$ cat src/rtl/mov_seq_if.sv
// Decoder <-> move-sequencer handshake and register-file control bundle.
interface mov_seq_if #(
  parameter int REG_ADDR_W = 3
);
  logic                  start;
  logic [1:0]            mode;
  logic [REG_ADDR_W-1:0] src;
  logic [REG_ADDR_W-1:0] dst;
  logic [REG_ADDR_W-1:0] src_sel;
  logic                  src_oe;
  logic                  imm_oe;
  logic [REG_ADDR_W-1:0] dst_sel;
  logic                  dst_we;
  logic                  pc_inc;
  logic                  busy;
  logic                  done;
  logic                  err;

  // decoder side
  modport master (
    output start, mode, src, dst,
    input  src_sel, src_oe, imm_oe, dst_sel, dst_we, pc_inc, busy, done, err
  );

  // sequencer side
  modport slave (
    input  start, mode, src, dst,
    output src_sel, src_oe, imm_oe, dst_sel, dst_we, pc_inc, busy, done, err
  );
endinterface

$ cat src/rtl/mov_seq.sv
// Move-class register-transfer sequencer: MOV, MOVI and SWAP via scratch reg.
// All outputs decode registered state and captured fields only.
module mov_seq #(
  parameter int REG_ADDR_W = 3,
  parameter int WE_CYC     = 1,
  parameter int TMP_IDX    = 7
) (
  input  logic     clk,
  input  logic     reset,
  mov_seq_if.slave bus
);
  localparam logic [1:0]            M_MOV  = 2'b00;
  localparam logic [1:0]            M_MOVI = 2'b01;
  localparam logic [1:0]            M_SWAP = 2'b10;
  localparam logic [1:0]            M_ILL  = 2'b11;
  localparam logic [REG_ADDR_W-1:0] TMP    = REG_ADDR_W'(TMP_IDX);
  localparam logic [7:0]            W8     = 8'(WE_CYC);

  typedef enum logic [2:0] {IDLE, FETCH, XFER, HOLD, REL, PCINC, DONE, RECOV} state_t;

  state_t                state, nxt;
  logic [1:0]            mode_q;
  logic [REG_ADDR_W-1:0] src_q, dst_q;
  logic                  rej_q;
  logic [1:0]            step;
  logic [7:0]            cnt;
  logic                  rej_in;

  // Instruction is rejected before any transfer if it is illegal or would
  // clobber the scratch register during a swap.
  assign rej_in = (bus.mode == M_ILL) ||
                  ((bus.mode == M_SWAP) && ((bus.src == TMP) || (bus.dst == TMP)));

  // Next-state decode.
  always_comb begin
    nxt = state;
    case (state)
      IDLE:  if (bus.start) begin
               if (rej_in)                nxt = PCINC;
               else if (bus.mode == M_MOVI) nxt = FETCH;
               else                       nxt = XFER;
             end
      FETCH: nxt = XFER;
      XFER:  if (cnt == 8'd1) nxt = HOLD;
      HOLD:  nxt = REL;
      REL:   nxt = ((mode_q == M_SWAP) && (step != 2'd2)) ? XFER : PCINC;
      PCINC: nxt = DONE;
      DONE:  nxt = RECOV;
      RECOV: nxt = IDLE;
      default: nxt = IDLE;
    endcase
  end

  // State, captured instruction fields, pulse-width and swap-step counters.
  always_ff @(posedge clk or posedge reset) begin
    if (reset) begin
      state  <= IDLE;
      mode_q <= '0;
      src_q  <= '0;
      dst_q  <= '0;
      rej_q  <= 1'b0;
      step   <= '0;
      cnt    <= '0;
    end else begin
      state <= nxt;
      if ((state == IDLE) && bus.start) begin
        mode_q <= bus.mode;
        src_q  <= bus.src;
        dst_q  <= bus.dst;
        rej_q  <= rej_in;
        step   <= '0;
      end
      if ((nxt == XFER) && (state != XFER)) cnt <= W8;
      else if (state == XFER)               cnt <= cnt - 8'd1;
      if ((state == REL) && (nxt == XFER))  step <= step + 2'd1;
    end
  end

  // Output decode; selects are only driven while a transfer is in flight.
  always_comb begin
    bus.src_sel = '0;
    bus.dst_sel = '0;
    bus.src_oe  = 1'b0;
    bus.imm_oe  = 1'b0;
    bus.dst_we  = 1'b0;
    bus.pc_inc  = (state == FETCH) || (state == PCINC);
    bus.busy    = (state != IDLE);
    bus.done    = (state == DONE);
    bus.err     = (state == DONE) && rej_q;
    if ((state == XFER) || (state == HOLD) || (state == REL)) begin
      if (mode_q == M_SWAP) begin
        case (step)
          2'd0:    begin bus.src_sel = src_q; bus.dst_sel = TMP;   end
          2'd1:    begin bus.src_sel = dst_q; bus.dst_sel = src_q; end
          default: begin bus.src_sel = TMP;   bus.dst_sel = dst_q; end
        endcase
      end else begin
        // MOVI has no source register; its operand comes off the immediate bus.
        bus.src_sel = (mode_q == M_MOVI) ? '0 : src_q;
        bus.dst_sel = dst_q;
      end
    end
    if ((state == XFER) || (state == HOLD)) begin
      bus.src_oe = (mode_q != M_MOVI);
      bus.imm_oe = (mode_q == M_MOVI);
    end
    bus.dst_we = (state == XFER);
  end
endmodule

$ cat src/flat_wrapper.sv
// flat-port wrapper written by rule: the top's interface ports become plain ports
module mov_seq_flat 
#(
  parameter int REG_ADDR_W = 3,
  parameter int WE_CYC     = 1,
  parameter int TMP_IDX    = 7
)
  (clk, reset, bus_start, bus_mode, bus_src, bus_dst, bus_src_sel, bus_src_oe, bus_imm_oe, bus_dst_sel, bus_dst_we, bus_pc_inc, bus_busy, bus_done, bus_err);
  mov_seq_if #(.REG_ADDR_W(REG_ADDR_W)) bus_i ();
  input  logic clk;
  input  logic reset;
  input wire logic [$bits(bus_i.start)-1:0] bus_start;
  input wire logic [$bits(bus_i.mode)-1:0] bus_mode;
  input wire logic [$bits(bus_i.src)-1:0] bus_src;
  input wire logic [$bits(bus_i.dst)-1:0] bus_dst;
  output wire logic [$bits(bus_i.src_sel)-1:0] bus_src_sel;
  output wire logic [$bits(bus_i.src_oe)-1:0] bus_src_oe;
  output wire logic [$bits(bus_i.imm_oe)-1:0] bus_imm_oe;
  output wire logic [$bits(bus_i.dst_sel)-1:0] bus_dst_sel;
  output wire logic [$bits(bus_i.dst_we)-1:0] bus_dst_we;
  output wire logic [$bits(bus_i.pc_inc)-1:0] bus_pc_inc;
  output wire logic [$bits(bus_i.busy)-1:0] bus_busy;
  output wire logic [$bits(bus_i.done)-1:0] bus_done;
  output wire logic [$bits(bus_i.err)-1:0] bus_err;
  assign bus_i.start = bus_start;
  assign bus_i.mode = bus_mode;
  assign bus_i.src = bus_src;
  assign bus_i.dst = bus_dst;
  assign bus_src_sel = bus_i.src_sel;
  assign bus_src_oe = bus_i.src_oe;
  assign bus_imm_oe = bus_i.imm_oe;
  assign bus_dst_sel = bus_i.dst_sel;
  assign bus_dst_we = bus_i.dst_we;
  assign bus_pc_inc = bus_i.pc_inc;
  assign bus_busy = bus_i.busy;
  assign bus_done = bus_i.done;
  assign bus_err = bus_i.err;
  mov_seq #(.REG_ADDR_W(REG_ADDR_W), .WE_CYC(WE_CYC), .TMP_IDX(TMP_IDX)) u_core (.clk(clk), .reset(reset), .bus(bus_i));
endmodule
$ cat config.mk
export PLATFORM = sky130hd
export DESIGN_NAME = mov_seq_flat
export DESIGN_NICKNAME = d
export VERILOG_FILES = /design/src/rtl/mov_seq_if.sv /design/src/rtl/mov_seq.sv /design/src/flat_wrapper.sv
export SDC_FILE = /design/constraint.sdc
export NUM_CORES = 1
export LEC_CHECK = 0
export CAP_MARGIN = 20
export CORE_ASPECT_RATIO = 2
export CORE_UTILIZATION = 53
export CTS_CLUSTER_SIZE = 20
export DETAILED_ROUTE_END_ITERATION = 16
export HOLD_SLACK_MARGIN = 0.06
export PLACE_DENSITY = 0.89
export SLEW_MARGIN = 30
export SYNTH_ARGS = -nofsm -noshare
export SYNTH_HDL_FRONTEND = slang
export SYNTH_SLANG_ARGS = --single-unit
$ cat constraint.sdc
create_clock -name clk -period 5.29 [get_ports clk]
set_input_delay 0.529 -clock clk [delete_from_list [all_inputs] [get_ports clk]]
set_output_delay 0.529 -clock clk [all_outputs]
set_load 0.05 [all_outputs]
Yosys cells after proc, flatten, opt, wreduce, memory -nomap -nowiden
Index checks and enable logic that the tools add are counted. W data, S select, Z words.

Register bits after elaboration: 22. Output and inout port bits: 13. Input port bits: 11.

Reductions and logical operators: 16. $add $sub $neg: 2. Equal/unequal tests: 20. Mux-type cells: 19.

Operator list (count): $mux W3 (9); $pmux W3 S8 (1); $eq A3 B3 Y1 const B (6); $mux W8 (2); $pmux W3 S2 (2); $eq A3 B2 Y1 const B (3); $eq A8 B1 Y1 const B (1); $sub A8 B1 Y8 const B (1); $eq A2 B1 Y1 const B (3); $eq A2 B2 Y1 const B (3); $logic_and A1 B1 Y1 (6); $mux W2 (3); $logic_or A1 B1 Y1 (5); $reduce_bool A2 Y1 (2); $eq A3 B1 Y1 const B (1); $logic_not A3 Y1 (1); $ne A3 B2 Y1 const B (1); $reduce_bool A3 Y1 (1); $add A2 B1 Y2 const B (1); $logic_not A2 Y1 (1); $mux W1 (2); $ne A2 B1 Y1 const B (1); $ne A2 B2 Y1 const B (1).

Longest topological paths before layout
Depth in word-level cells: 10. Mapped depth: 7.

Worst setup path before layout
No wires, ideal clock.

Path kind: flip-flop to output port. From: register u_core.state[0]. To: output bus_err. Slack: 2.333 ns. Cell stages (with the launch flop): 4. Buffers on the path: 1. Data arrival time: 2.428 ns. Cells stage by stage: dfrtp_1 -> buf_4 -> nor3b_1 -> and2_1.

Longest elaborated chain between the ends: 2.

Ends and longest elaborated chain: start, declared (line mov_seq.sv:21) `state_t state, nxt;`; start signal, assigned (line mov_seq.sv:65) `state <= nxt;`; $eq A3 B3 Y1; named net bus_done (line flat_wrapper.sv:23) `output wire logic [$bits(bus_i.done)-1:0] bus_done;`; $logic_and A1 B1 Y1 (line mov_seq.sv:89) `bus.err = (state == DONE) && rej_q;`; end, declared (line flat_wrapper.sv:24) `output wire logic [$bits(bus_i.err)-1:0] bus_err;`.

The timed path passes the listed nets, and every way through them passes these cells.

Worst setup path in the final report
From: register u_core.mode_q[0]. To: output bus_dst_sel[2].

Longest elaborated chain between the ends: 3.

Ends and longest elaborated chain: start, declared (line mov_seq.sv:22) `logic [1:0] mode_q;`; start signal, assigned (line mov_seq.sv:67) `mode_q <= bus.mode;`; $eq A2 B2 Y1 (line mov_seq.sv:91) `if (mode_q == M_SWAP) begin`; $mux W3 (line mov_seq.sv:91); $mux W3 (line mov_seq.sv:90) `if ((state == XFER) || (state == HOLD) || (state == REL)) begin`; end, declared (line flat_wrapper.sv:19) `output wire logic [$bits(bus_i.dst_sel)-1:0] bus_dst_sel;`.

Every way passes these cells.

==> results.json <==
{
  "yosysWarnings": 0,
  "cp-end-kind": "primary output",
  "cp-start-kind": "flip-flop",
  "ios": 24,
  "synth_top_area_share": 0.3897,
  "netlist_top_cells_area": "dfrtp_1, nand2_1, ha_1",
  "grt_max_degree": 23,
  "drv_slew": 0,
  "placement.io_buffers": 23,
  "syn_area_mm2": 0.001413,
  "path_cells": "nand2b_1 > or4b_2 > o21ai_0 > a21oi_1 > clkdlybuf4s50_1",
  "h-tree-depth": 1,
  "clk_pin_slew_ps": 90,
  "routed_via_density": 6.029,
  "gp_congestion": 0.8526,
  "p_per_area_mw_per_mm2": 719.3,
  "maxCapViolCount": 0,
  "cp.required_ps": 4760,
  "clock-root-buffer": "clkbuf_8",
  "arrival_ps": 2590,
  "cts_tree": "done",
  "syn2layout_area_growth_pct": 21.35,
  "worstMarginPinSlew_ps": 767.2,
  "leakagePower_nw": 0.7610,
  "period_needed_ps": 3120,
  "p_total_mw": 1.233,
  "worst_path_max_delay_cell": "or4b_2",
  "post_cts_buffers": 0,
  "grt-ovfl-total": 0,
  "fin_worst_skew_ps": 8.995,
  "synthArstFlopShare": 1.000,
  "path_delay_family": "simple AND/OR/NAND/NOR gates",
  "peakVddDrop_mv": 0.4827,
  "synth_ff_type": "dfrtp_1",
  "numCtsBuffers": 3,
  "diodes": 0,
  "setup_viol": 0,
  "wl_per_cell_um": 17.17,
  "n_fill_cell": 210,
  "cts_buffer_depth": 2,
  "rsz0062_at_grt": "no",
  "rows": 26,
  "hold_buffers": 0,
  "cts_resized": 0,
  "drt_pass1_iterations": 4,
  "relSlewSlack": 0.4854,
  "synth_edf_count": 0,
  "syn_nets": 177,
  "final.period_utilization": 0.5897,
  "path_buf_inv": 1,
  "p_sw_frac": 0.4989,
  "place_hpwl_mm": 2.837,
  "drive_gt1_frac": 0.1264,
  "postRouteAntennaNets": 0,
  "finalSetupTns_ps": 0,
  "crit_type": "flip-flop to primary output",
  "die_y_um": 75.01,
  "floorplan.initialDensity": 0.5567,
  "ys_seq_elements": 22,
  "clk_latency_ps": 270,
  "grt_pass1_vias": 1268,
  "avgSynthCellArea_um2": 8.774,
  "first_iter_violations": 60,
  "design_area_mm2": 0.001714,
  "die_area_mm2": 0.002888,
  "placed_cell_area_mm2": 0.001643,
  "hold_path_class": "flip-flop to flip-flop",
  "worst_slack_ps": 2170,
  "nets": 199,
  "p_seq_frac": 0.286,
  "clock_power_share": 0.128,
  "p_int_mw": 0.6179,
  "outcome": "complete, no violations",
  "grt_pass1_wl_mm": 5.706,
  "via_count": 1266,
  "cts_sinks": 22,
  "syn_inst": 161,
  "core_mm2": 0.002537,
  "max_stage_delay_ps": 710,
  "drcViolationCount": 0,
  "track_usage": 0.2892,
  "die_w_um": 38.51,
  "hold_viol_final": 0,
  "power_switching_mw": 0.6151,
  "grt_antenna_before_repair": 0,
  "fmax_mhz": 320.5,
  "synth_cell_types": 47,
  "wl_mm": 3.606,
  "pre_cts_slack_ps": 2501,
  "yosysSeqAreaShare": 0.3897,
  "yosys.area.top_type": "dfrtp_1",
  "p_comb_frac": 0.585,
  "cp_max_fo": 11
}
==> worst register-to-register path, cell delays in order (launching register included) <==
cell,delay (ps)
dfrtp_1,560
nor4b_2,330
buf_4,220
o221ai_1,230
and4b_4,330
o21ai_2,140
==> stage by stage <==
step	utilization	hold WS [ps]	instances
final	0.6755	487.4	210
after global routing	0.6755	532.0	210
after CTS	0.6755	488.1	210
after detailed placement	0.6474	463.2	206
after global placement	0.6474	461.7	206
after floorplan	-	437.8	161
==> synthesized netlist by cell type, drive strengths merged (2+ instances only) <==
master  instances
inv             7
o211ai          3
o221a           2
nor2b           3
and2            2
nor3b           3
o21ai          11
nand4           2
nor3            2
ha              5
clkbuf          2
nor4b           2
nand2          37
or3             2
nand2b          3
nor2           16
buf             5
dfrtp          22
nand3           2
and3            2
a21oi           7
o21a            3
==> sequential cells by signal, indices dropped and copies added (netlist names) <==
name           flops
u_core.state       3
u_core.rej_q       1
u_core.src_q       3
u_core.cnt         8
u_core.dst_q       3
u_core.step        2
u_core.mode_q      2
==> cells by family after synthesis <==
family | count (synthesis) | share of synthesized area
and+or+nand+nor | 84 | 0.3162
xor gates and xnor gates | 1 | 0.006201
AOI/OAI and AO/OA | 34 | 0.1869
adders and majority gates | 5 | 0.04429
muxes | 1 | 0.007971
DFF | 22 | 0.3897
buffers and inverters | 14 | 0.04872
==> path summary, 6_finish.rpt <==
kind | slack (ps) | from | cells after the start | to
max reg2reg | 3410 | u_core.state[0] | 5 | u_core.cnt[2]
min reg2reg | 490 | u_core.rej_q | 2 | u_core.rej_q
max in group asynchronous | 4310 | reset | 2 | u_core.cnt[2]
min in group asynchronous | 610 | reset | 2 | u_core.state[1]
max | 2170 | u_core.mode_q[0] | 5 | bus_dst_sel[2]
min | 490 | u_core.rej_q | 2 | u_core.rej_q
==> cell usage in the layout (no fill, tap or decap), types with 4 or more instances in the layout <==
| cell | count |
|---|---|
| o21ai_2 | 4 |
| dfrtp_1 | 22 |
| nand2_1 | 37 |
| inv_1 | 6 |
| ha_1 | 5 |
| o21ai_0 | 7 |
| clkdlybuf4s50_1 | 23 |
| a21oi_1 | 7 |
| nor2_1 | 16 |
==> metal layers <==
metal | wire length, um | track usage | vias up
met5 | 0 | 0 | -
met4 | 174 | 0.1494 | 0
met3 | 80 | 0.03835 | 16
met2 | 2131 | 0.5759 | 32
met1 | 1220 | 0.2515 | 617
li1 | - | - | 601
==> cell type report <==
cell class,count,area (um2),share of cell area
Multi-Input combinational cell,125,793.3,0.4628
Sequential cell,22,550.5,0.3212
Timing Repair Buffer,24,237.7,0.1387
Clock buffer,3,41.29,0.02409
Tap cell,28,35.03,0.02044
Clock inverter,1,30.03,0.01752
Inverter,7,26.28,0.01533
==> power groups by stage <==
stage	registers, mW	logic, mW	clock network, mW
floorplan	0.300	0.571	0
global placement	0.342	0.682	0
detailed placement	0.353	0.717	0
CTS	0.350	0.721	0.157
global route	0.362	0.780	0.164
finish	0.353	0.722	0.158
(Power assumes the default switching activity.)
